[src/rtl/pc_fetch_unit_pkg.sv]
// Shared definitions for the fetch-side program-counter unit.
// Holds the fetch FSM states, instruction size and default boot address.
package pc_fetch_unit_pkg;

   typedef enum logic [1:0] {
      ST_ISSUE = 2'd0,
      ST_WAIT  = 2'd1,
      ST_HOLD  = 2'd2
   } fetch_state_e;

   localparam int          INSTR_BYTES      = 4;
   localparam logic [31:0] DEFAULT_RESET_PC = 32'h0000_0000;

endpackage

[src/rtl/pc_fetch_unit_if.sv]
// Bundle of redirect, memory request/response and decode hand-off signals.
// The master side is the fetch unit; the slave side is its environment.
interface pc_fetch_unit_if #(
   parameter int BITSIZE = 32
);

   logic               BranchTaken;
   logic [BITSIZE-1:0] BranchTarget;
   logic               Stall;
   logic               FetchReqValid;
   logic               FetchReqReady;
   logic [BITSIZE-1:0] FetchAddr;
   logic               FetchRespValid;
   logic [BITSIZE-1:0] FetchRespData;
   logic               InstrValid;
   logic               InstrReady;
   logic [BITSIZE-1:0] Instr;
   logic [BITSIZE-1:0] InstrPC;
   logic               MisalignErr;

   modport master (
      input  BranchTaken, BranchTarget, Stall, FetchReqReady,
      input  FetchRespValid, FetchRespData, InstrReady,
      output FetchReqValid, FetchAddr, InstrValid, Instr, InstrPC, MisalignErr
   );

   modport slave (
      output BranchTaken, BranchTarget, Stall, FetchReqReady,
      output FetchRespValid, FetchRespData, InstrReady,
      input  FetchReqValid, FetchAddr, InstrValid, Instr, InstrPC, MisalignErr
   );

endinterface

[src/rtl/pc_fetch_unit_pc_next_sel.sv]
// Next-PC mux: word-aligned redirect target, sequential PC+4, or hold.
// Also flags a redirect target whose low two bits are not zero.
module pc_next_sel
   import pc_fetch_unit_pkg::*;
#(
   parameter int BITSIZE = 32
) (
   input  logic [BITSIZE-1:0] pc_i,
   input  logic               advance_i,
   input  logic               redirect_i,
   input  logic [BITSIZE-1:0] target_i,
   output logic [BITSIZE-1:0] pcNext_o,
   output logic               misalign_o
);

   // Redirect wins over the sequential advance; the increment wraps silently.
   always_comb begin
      pcNext_o = pc_i;
      if (redirect_i) begin
         pcNext_o = {target_i[BITSIZE-1:2], 2'b00};
      end else if (advance_i) begin
         pcNext_o = pc_i + BITSIZE'(INSTR_BYTES);
      end
   end

   assign misalign_o = redirect_i && (target_i[1:0] != 2'b00);

endmodule

[src/rtl/pc_fetch_unit.sv]
// Fetch PC owner: one outstanding instruction read, squash on redirect,
// and a one-entry buffer presenting each fetched word with its PC to decode.
module pc_fetch_unit
   import pc_fetch_unit_pkg::*;
#(
   parameter int                 BITSIZE  = 32,
   parameter logic [BITSIZE-1:0] RESET_PC = BITSIZE'(DEFAULT_RESET_PC)
) (
   input  logic                   clk,
   input  logic                   rst,
   pc_fetch_unit_if.master        bus
);

   fetch_state_e       state_q, state_d;
   logic [BITSIZE-1:0] pc_q, pc_d;
   logic               squash_q, squash_d;
   logic [BITSIZE-1:0] reqPc_q, reqPc_d;
   logic               instrValid_q, instrValid_d;
   logic [BITSIZE-1:0] instr_q, instr_d;
   logic [BITSIZE-1:0] instrPc_q, instrPc_d;
   logic               misalign_q, misalign_d;
   logic               misalignHit;
   logic               reqValid;
   logic               reqFire;

   assign reqValid = (state_q == ST_ISSUE) && !bus.Stall;
   assign reqFire  = reqValid && bus.FetchReqReady;

   pc_next_sel #(
      .BITSIZE (BITSIZE)
   ) u_next_sel (
      .pc_i       (pc_q),
      .advance_i  (reqFire),
      .redirect_i (bus.BranchTaken),
      .target_i   (bus.BranchTarget),
      .pcNext_o   (pc_d),
      .misalign_o (misalignHit)
   );

   always_comb begin
      state_d      = state_q;
      squash_d     = squash_q;
      reqPc_d      = reqPc_q;
      instrValid_d = instrValid_q;
      instr_d      = instr_q;
      instrPc_d    = instrPc_q;
      misalign_d   = misalign_q | misalignHit;

      unique case (state_q)
         ST_ISSUE: begin
            // A redirect coinciding with acceptance makes the accepted read stale.
            if (reqFire) begin
               reqPc_d  = pc_q;
               squash_d = bus.BranchTaken;
               state_d  = ST_WAIT;
            end
         end
         ST_WAIT: begin
            if (bus.BranchTaken) begin
               if (bus.FetchRespValid) begin
                  squash_d = 1'b0;
                  state_d  = ST_ISSUE;
               end else begin
                  squash_d = 1'b1;
               end
            end else if (bus.FetchRespValid) begin
               if (squash_q) begin
                  squash_d = 1'b0;
                  state_d  = ST_ISSUE;
               end else begin
                  instr_d      = bus.FetchRespData;
                  instrPc_d    = reqPc_q;
                  instrValid_d = 1'b1;
                  state_d      = ST_HOLD;
               end
            end
         end
         ST_HOLD: begin
            if (bus.BranchTaken || bus.InstrReady) begin
               instrValid_d = 1'b0;
               state_d      = ST_ISSUE;
            end
         end
         default: begin
            state_d = ST_ISSUE;
         end
      endcase
   end

   always_ff @(posedge clk) begin
      if (rst) begin
         state_q      <= ST_ISSUE;
         pc_q         <= RESET_PC;
         squash_q     <= 1'b0;
         reqPc_q      <= '0;
         instrValid_q <= 1'b0;
         instr_q      <= '0;
         instrPc_q    <= '0;
         misalign_q   <= 1'b0;
      end else begin
         state_q      <= state_d;
         pc_q         <= pc_d;
         squash_q     <= squash_d;
         reqPc_q      <= reqPc_d;
         instrValid_q <= instrValid_d;
         instr_q      <= instr_d;
         instrPc_q    <= instrPc_d;
         misalign_q   <= misalign_d;
      end
   end

   assign bus.FetchReqValid = reqValid;
   assign bus.FetchAddr     = pc_q;
   assign bus.InstrValid    = instrValid_q;
   assign bus.Instr         = instr_q;
   assign bus.InstrPC       = instrPc_q;
   assign bus.MisalignErr   = misalign_q;

endmodule

[src/flat_wrapper.sv]
// flat-port wrapper written by rule: the top's interface ports become plain ports
module pc_fetch_unit_flat import pc_fetch_unit_pkg::*;
#(
   parameter int                 BITSIZE  = 32,
   parameter logic [BITSIZE-1:0] RESET_PC = BITSIZE'(DEFAULT_RESET_PC)
)
  (clk, rst, bus_BranchTaken, bus_BranchTarget, bus_Stall, bus_FetchReqReady, bus_FetchRespValid, bus_FetchRespData, bus_InstrReady, bus_FetchReqValid, bus_FetchAddr, bus_InstrValid, bus_Instr, bus_InstrPC, bus_MisalignErr);
  pc_fetch_unit_if #(.BITSIZE(BITSIZE)) bus_i ();
  input  logic clk;
  input  logic rst;
  input wire logic [$bits(bus_i.BranchTaken)-1:0] bus_BranchTaken;
  input wire logic [$bits(bus_i.BranchTarget)-1:0] bus_BranchTarget;
  input wire logic [$bits(bus_i.Stall)-1:0] bus_Stall;
  input wire logic [$bits(bus_i.FetchReqReady)-1:0] bus_FetchReqReady;
  input wire logic [$bits(bus_i.FetchRespValid)-1:0] bus_FetchRespValid;
  input wire logic [$bits(bus_i.FetchRespData)-1:0] bus_FetchRespData;
  input wire logic [$bits(bus_i.InstrReady)-1:0] bus_InstrReady;
  output wire logic [$bits(bus_i.FetchReqValid)-1:0] bus_FetchReqValid;
  output wire logic [$bits(bus_i.FetchAddr)-1:0] bus_FetchAddr;
  output wire logic [$bits(bus_i.InstrValid)-1:0] bus_InstrValid;
  output wire logic [$bits(bus_i.Instr)-1:0] bus_Instr;
  output wire logic [$bits(bus_i.InstrPC)-1:0] bus_InstrPC;
  output wire logic [$bits(bus_i.MisalignErr)-1:0] bus_MisalignErr;
  assign bus_i.BranchTaken = bus_BranchTaken;
  assign bus_i.BranchTarget = bus_BranchTarget;
  assign bus_i.Stall = bus_Stall;
  assign bus_i.FetchReqReady = bus_FetchReqReady;
  assign bus_i.FetchRespValid = bus_FetchRespValid;
  assign bus_i.FetchRespData = bus_FetchRespData;
  assign bus_i.InstrReady = bus_InstrReady;
  assign bus_FetchReqValid = bus_i.FetchReqValid;
  assign bus_FetchAddr = bus_i.FetchAddr;
  assign bus_InstrValid = bus_i.InstrValid;
  assign bus_Instr = bus_i.Instr;
  assign bus_InstrPC = bus_i.InstrPC;
  assign bus_MisalignErr = bus_i.MisalignErr;
  pc_fetch_unit #(.BITSIZE(BITSIZE), .RESET_PC(RESET_PC)) u_core (.clk(clk), .rst(rst), .bus(bus_i));
endmodule
[config.mk]
export PLATFORM = sky130hd
export DESIGN_NAME = pc_fetch_unit_flat
export DESIGN_NICKNAME = d
export VERILOG_FILES = /design/src/rtl/pc_fetch_unit_pkg.sv /design/src/rtl/pc_fetch_unit_if.sv /design/src/rtl/pc_fetch_unit_pc_next_sel.sv /design/src/rtl/pc_fetch_unit.sv /design/src/flat_wrapper.sv
export SDC_FILE = /design/constraint.sdc
export NUM_CORES = 1
export LEC_CHECK = 0
export BUFFER_PORTS_ARGS = -buffer_cell sky130_fd_sc_hd__buf_2
export CORE_MARGIN = 1
export CORE_UTILIZATION = 50
export CTS_CLUSTER_DIAMETER = 150
export CTS_CLUSTER_SIZE = 12
export DETAILED_ROUTE_END_ITERATION = 7
export GPL_TIMING_DRIVEN = 0
export PLACE_DENSITY_LB_ADDON = 0.15
export SKIP_CTS_REPAIR_TIMING = 1
export SLEW_MARGIN = 20
export SYNTH_ARGS = -nofsm -noshare
export SYNTH_HDL_FRONTEND = slang
export SYNTH_SLANG_ARGS = --single-unit
[constraint.sdc]
create_clock -name clk -period 3 [get_ports clk]
set_clock_uncertainty 0.15 [all_clocks]
set_input_delay 0.3 -clock clk [delete_from_list [all_inputs] [get_ports clk]]
set_output_delay 0.3 -clock clk [all_outputs]
set_load 0.05 [all_outputs]
==> results of run 1 <==
state kept, by name, summed over array words and instances (netlist names):
name                    count
u_core.bus.InstrValid       1
u_core.bus.MisalignErr      1
u_core.bus.FetchAddr       30
u_core.bus.InstrPC         30
u_core.reqPc_q             30
u_core.squash_q             1
u_core.state_q              2
u_core.bus.Instr           32
layer usage:
layer	routed length (µm)	part of all wire (%)	vias up	track usage, %
met5	0	0	-	0
met1	6850	43	2610	35.9
met4	318	2.0	0	11.0
met2	7730	48	266	44.8
li1	-	-	2774	-
met3	1100	6.8	30	7.89
cells by family (layout without fill, tap and decap cells):
logic type	Yosys count	after routing	share of synthesized area [%]
other cells	1	4	0.0721
flops	127	127	48.9
buf+inv	68	324	5.63
fa+ha+maj	1	1	0.241
compound gates	155	155	17.5
xor+xnor	7	7	1.18
simple gates	305	305	26.5
power groups by stage:
stage          logic [mW]  registers [mW]  clock network [mW]
2_1_floorplan       0.172            1.95                   0
3_3_place_gp        0.421            1.84                   0
3_5_place_dp        0.430            1.84                   0
4_1_cts             0.432            1.80                1.95
5_1_grt             0.539            1.81                2.04
6_report            0.503            1.81                1.95
synth_stat cells (4+ instances only):
master    number
buf_4          4
and4_1         6
nand3_1       14
and3_1         4
nor3_1         6
nand4_1        9
a31oi_1        4
a211oi_1      11
xor2_1         4
a21oi_1      100
dfxtp_1      127
nand2_1      202
o31ai_1        8
or4_1         11
clkbuf_1      45
inv_1         12
a311oi_1      12
or3_1         11
o21ai_0       10
nor2_1        27
nor4_1         4
stage by stage:
| stage | hold slack, ps | setup slack [ps] |
|---|---|---|
| after floorplan | 282 | 347 |
| after global placement | 281 | 398 |
| after detailed placement | 284 | 353 |
| after CTS | -144 | 317 |
| after global routing | 4.88 | 122 |
| final | -7.12 | 249 |
path summary, 6_finish.rpt:
path / slack, ps / startpoint / end / depth (start not counted)
setup / recovery: 250 / u_core.state_q[0] / u_core.bus.FetchAddr[26] / 6
hold / removal: -7 / bus_BranchTarget[30] / u_core.bus.FetchAddr[30] / 5
setup reg to reg: 250 / u_core.state_q[0] / u_core.bus.FetchAddr[26] / 6
hold reg to reg: 300 / u_core.bus.MisalignErr / u_core.bus.MisalignErr / 2
final cells by class:
class / instances / area, µm² / share of cell area, %
timing repair buffer: 226 / 1450 / 19.6
inverter: 13 / 48.8 / 0.661
multi-input combinational: 472 / 2380 / 32.2
clock inverter: 10 / 115 / 1.56
tap: 133 / 166 / 2.25
clock buffer: 20 / 445 / 6.03
buffer: 55 / 244 / 3.30
sequential: 127 / 2540 / 34.4
worst max-delay path: stages, from the launching register on:
cell	delay, ps
dfxtp_1	310
buf_6	130
or4b_4	510
buf_6	150
nor4_1	850
a211oi_1	170
a2111oi_0	360
==> reports/metrics.yaml, run 1 <==
outcome:
  status: "finished with violations"
  violations: "negative hold slack"
sta:
  final_max_slew_viol_count: 0
  holdWs_ps: -7.12
  setup_viol: 0
  setup-tns-final_ps: 0
  finalHoldViolCount: 2
  tightest_slew_ps: 1010
  fmax_ghz: 0.364
  min_period_over_period_pct: 91.7
  max_slew_margin_pct: 31.9
  rsz0062_at_grt: "no"
  period_needed_ps: 2750
drt:
  drcViolationCount: 0
  vias_per_cell: 5.38
  drt-total-wl_um: 16000
  drtPass1Iterations: 5
  drtIter0Drc: 333
  ant_nets: 0
  wl_per_cell_um: 15.1
  num_vias: 5680
placed_design:
  gp_congestion: 0.870
  dpl.cell_count: 963
  dp_hpwl_um: 10800
  port_buffers: 163
  postPlaceCellArea_um2: 6190
global_route:
  grt_first_pass_wirelength_um: 24400
  grt_use_total_pct: 28.1
  antenna_found_initial: 0
  grt_max_degree: 17
  first_global_vias: 5142
  gr-total-overflow: 0
cells_and_area:
  final_cell_mix: "nand2_1 (202), buf_2 (163), dfxtp_1 (127), a21oi_1 (100), dlygate4sd3_1 (63)"
  final_common_cell: "nand2_1"
  nets: 984
  final_util_pct: 74.5
  stdcell_count: 1056
  finalInstanceArea_um2: 7390
  antennaDiodeCount: 0
  final.fill_count: 760
  area_growth_pct: 42.0
  final_layout_size_suffix_gt1_share_pct: 22.0
cts:
  clk_latency_ps: 520
  tritoncts: "done"
  cts_max_path_buffers: 2
  cts_made_buffers: 17
  cts_max_level: 4
  cts.clk_slew.worst_paths_ps: 50
  cts.root.buffer_cell: "clkbuf_8"
  cts_sinks: 127
synth:
  synth_area_um2: 5200
  synth_ff_type: "dfxtp_1"
  ys_async_sr_fraction_pct: 0
  seq_area_frac_synth_pct: 48.9
  synth_top_cell_by_area: "dfxtp_1"
  syn_area_per_cell_um2: 7.83
  synth_edf_count: 0
  synth_seq_cells: 127
  synth.distinct_cells: 42
  synthCells: 664
  synth.area.top_cells: "dfxtp_1 (49%), nand2_1 (15%), a21oi_1 (9.6%)"
  yosys_warnings: 0
  yosys.area.top_type_share_pct: 48.9
floorplan:
  fp.dieH_um: 104
  initial_core_util_pct: 52.5
  die_w_um: 104
  io_pins: 170
  die-area_um2: 10800
  core_area_um2: 9910
  rows: 36
critical_path:
  cp.required_ps: 3240
  crit_type: "reg2reg"
  critPathArrivalTime_ps: 2990
  critPathCaptureType: "flip-flop"
  start_kind: "flip-flop"
  crit_fanout: 8
pwr:
  p_comb_share_pct: 11.8
  power_density_nw_per_um2: 576
  p_total_mw: 4.25
  pwr-share-clk_pct: 45.7
  peakVddDrop_mv: 0.311
  switching_share_pct: 26.4
  switching_power_mw: 1.12
  pwr-share-seq_pct: 42.5
  intPower_mw: 3.13
  power_leakage_nw: 2.97
hold_path:
  hold_class: "in2reg"
flow_run:
  max_cap_viol_count: 0
Note: power is estimated with default switching activity, not from simulation.
==> inputs of run 2 (changes only) <==
BUFFER_PORTS_ARGS = default   (was -buffer_cell sky130_fd_sc_hd__buf_2)
CORE_UTILIZATION = 63   (was 50)
DONT_BUFFER_PORTS = 1   (was default)
RECOVER_POWER = 50   (was default)
==> run 2 against run 1 <==
Effect of this change:
- the run ends with max-capacitance violations left
- via count decreased by 5.4%
- core utilization is 10 points higher
- clock power is 4% higher
==> reports/metrics.yaml, run 2 (synthesis gave the netlist of run 1 again) <==
outcome:
  status: "finished with violations"
  violations: "max-capacitance violations"
floorplan:
  io_pins: 170  # unchanged
  fp.dieH_um: 92.9  # -11%
  initial_core_util_pct: 66.3  # +14 points
  die_w_um: 92.9  # -11%
  die-area_um2: 8620  # -20%
  rows: 32  # -11%
  core_area_um2: 7850  # -21%
placed_design:
  postPlaceCellArea_um2: 5350  # -14%
  dp_hpwl_um: 9860  # -8.8%
  gp_congestion: 0.889  # +2.2%
  dpl.cell_count: 769  # -20%
  port_buffers: 0  # -100%
  pre_cts_ws_ps: 4.97  # -348 ps
cts:
  cts.root.buffer_cell: "clkbuf_8"
  cts_sinks: 127  # unchanged
  cts_max_level: 4  # unchanged
  cts_max_path_buffers: 2  # unchanged
  clk_latency_ps: 540  # +20 ps
  cts.clk_slew.worst_paths_ps: 60  # about the same
  tritoncts: "done"
  cts_made_buffers: 17  # unchanged
sta:
  fmax_ghz: 0.348  # -4.4%
  max_slew_margin_pct: 1.29  # -31 points
  tightest_slew_ps: 1470  # +457 ps
  setup-tns-final_ps: 0  # unchanged
  min_period_over_period_pct: 95.9  # +4.2 points
  final_max_slew_viol_count: 0  # unchanged
  setup_viol: 0  # unchanged
  period_needed_ps: 2880  # +125 ps
  finalHoldViolCount: 0  # -2
  fin_ws_ps: 124  # -125 ps
pwr:
  power_leakage_nw: 2.24  # -24%
  peakVddDrop_mv: 0.395  # +27%
  power_density_nw_per_um2: 644  # +12%
drt:
  drcViolationCount: 0  # unchanged
  wl_per_cell_um: 18.7  # +23%
  num_vias: 5376  # -5.4%
  ant_nets: 0  # unchanged
  drt-total-wl_um: 16300  # +1.8%
  vias_per_cell: 6.17  # +15%
  drtPass1Iterations: 5  # unchanged
  drtIter0Drc: 471  # +41%
hold_path:
  hold_path_end: "u_core.bus.FetchAddr[4]"
  hold_depth: 4  # -1
  min_from: "bus_Stall"
  hold_class: "in2reg"
cells_and_area:
  stdcell_count: 872  # -17%
  finalInstanceArea_um2: 6630  # -10%
  area_growth_pct: 27.5
  nets: 828  # -16%
  largest_reg_flops: 32  # unchanged
  final.fill_count: 459  # -40%
  final_layout_size_suffix_gt1_share_pct: 6.11  # -16 points
  final_cell_mix: "nand2_1 (202), dfxtp_1 (124), a21oi_1 (100), dlygate4sd3_1 (68), clkbuf_1 (47)"
  final_common_cell: "nand2_1"
critical_path:
  crit_fanout: 10  # +2
  critPathCaptureType: "flip-flop"
  reg2reg_depth: 5  # -1
  crit_type: "reg2reg"
  r2r-start: "u_core.bus.FetchAddr[7]"
  reg2reg_to: "u_core.bus.FetchAddr[20]"
  critPathArrivalTime_ps: 3150  # +160 ps
  start_kind: "flip-flop"
  cp.required_ps: 3280  # +40 ps
  rrSetupSlack_ps: 120  # -130 ps
global_route:
  grt_use_total_pct: 32.7  # +4.7 points
  grt_first_pass_wirelength_um: 22000  # -9.8%
  first_global_vias: 4525  # -12%
  gr-total-overflow: 0  # unchanged
  antenna_found_initial: 1  # +1
  grt_max_degree: 17  # unchanged
flow_run:
  max_cap_viol_count: 1  # +1
==> run 2: cell types whose count changed in the layout (fill, tap and decap cells not counted), moves of 2 or more <==
cell | before | now
inv_6 | 0 | 3
clkinv_2 | 3 | 1
dlygate4sd3_1 | 63 | 68
buf_4 | 4 | 6
dfxtp_1 | 127 | 124
buf_2 | 163 | 0
dfxtp_2 | 0 | 3
clkinv_4 | 2 | 5
==> run 2: worst max-delay path by stage <==
stage                                        start                        to  slack (ps)  depth (start not counted)
after detailed placement  u_core.bus.FetchAddr[14]  u_core.bus.FetchAddr[27]           5                          6
after CTS                 u_core.bus.FetchAddr[14]  u_core.bus.FetchAddr[29]         -20                          6
final                      u_core.bus.FetchAddr[7]  u_core.bus.FetchAddr[20]         120                          5
after global routing      u_core.bus.FetchAddr[14]  u_core.bus.FetchAddr[29]         -20                          6
after floorplan           u_core.bus.FetchAddr[14]  u_core.bus.FetchAddr[29]         350                          6
after global placement    u_core.bus.FetchAddr[14]  u_core.bus.FetchAddr[29]          40                          6
==> run 2: per-layer routing <==
layer	part of all wire, %	GRT usage, %	wire (µm)	up-vias
li1	-	-	-	2469
met1	38	40.2	6150	2482
met2	49	52.3	7960	371
met3	11	11.2	1710	54
met4	2.8	13.7	449	0
met5	0	0	0	-
==> run 2: where the power goes <==
group	internal (mW)	switching [mW]
clock network	1.22	0.804
logic	0.130	0.176
registers	1.74	0.205
==> run 2: worst max-delay path: stages, from the launching register on <==
cell and delay, ps:
dfxtp_1 760, nand4_1 400, or4_4 630, buf_6 160, or3_1 320, a311oi_1 330
==> run 2: per-stage QoR <==
step / utilization, % / power [mW] / hold slack (ps)
final: 84.5 / 4.27 / 47.2
after global routing: 84.5 / 4.37 / 95.2
after CTS: 75.6 / 4.17 / -260
after detailed placement: 68.1 / 2.19 / 292
after global placement: 68.0 / 2.18 / 288
after floorplan: - / 2.12 / 282
==> run 2: layout make-up <==
| cell class | instances | area, µm² | share of cell area, % |
|---|---|---|---|
| flip-flops and latches | 127 | 2550 | 38.4 |
| multi-input cells | 472 | 2390 | 36.0 |
| repair buffers | 70 | 696 | 10.5 |
| clock buffers | 18 | 428 | 6.45 |
| plain buffers | 55 | 236 | 3.57 |
| clock inverters | 14 | 158 | 2.38 |
| well taps | 102 | 128 | 1.92 |
| inverters | 13 | 48.8 | 0.736 |
| diodes | 1 | 2.50 | 0.0377 |
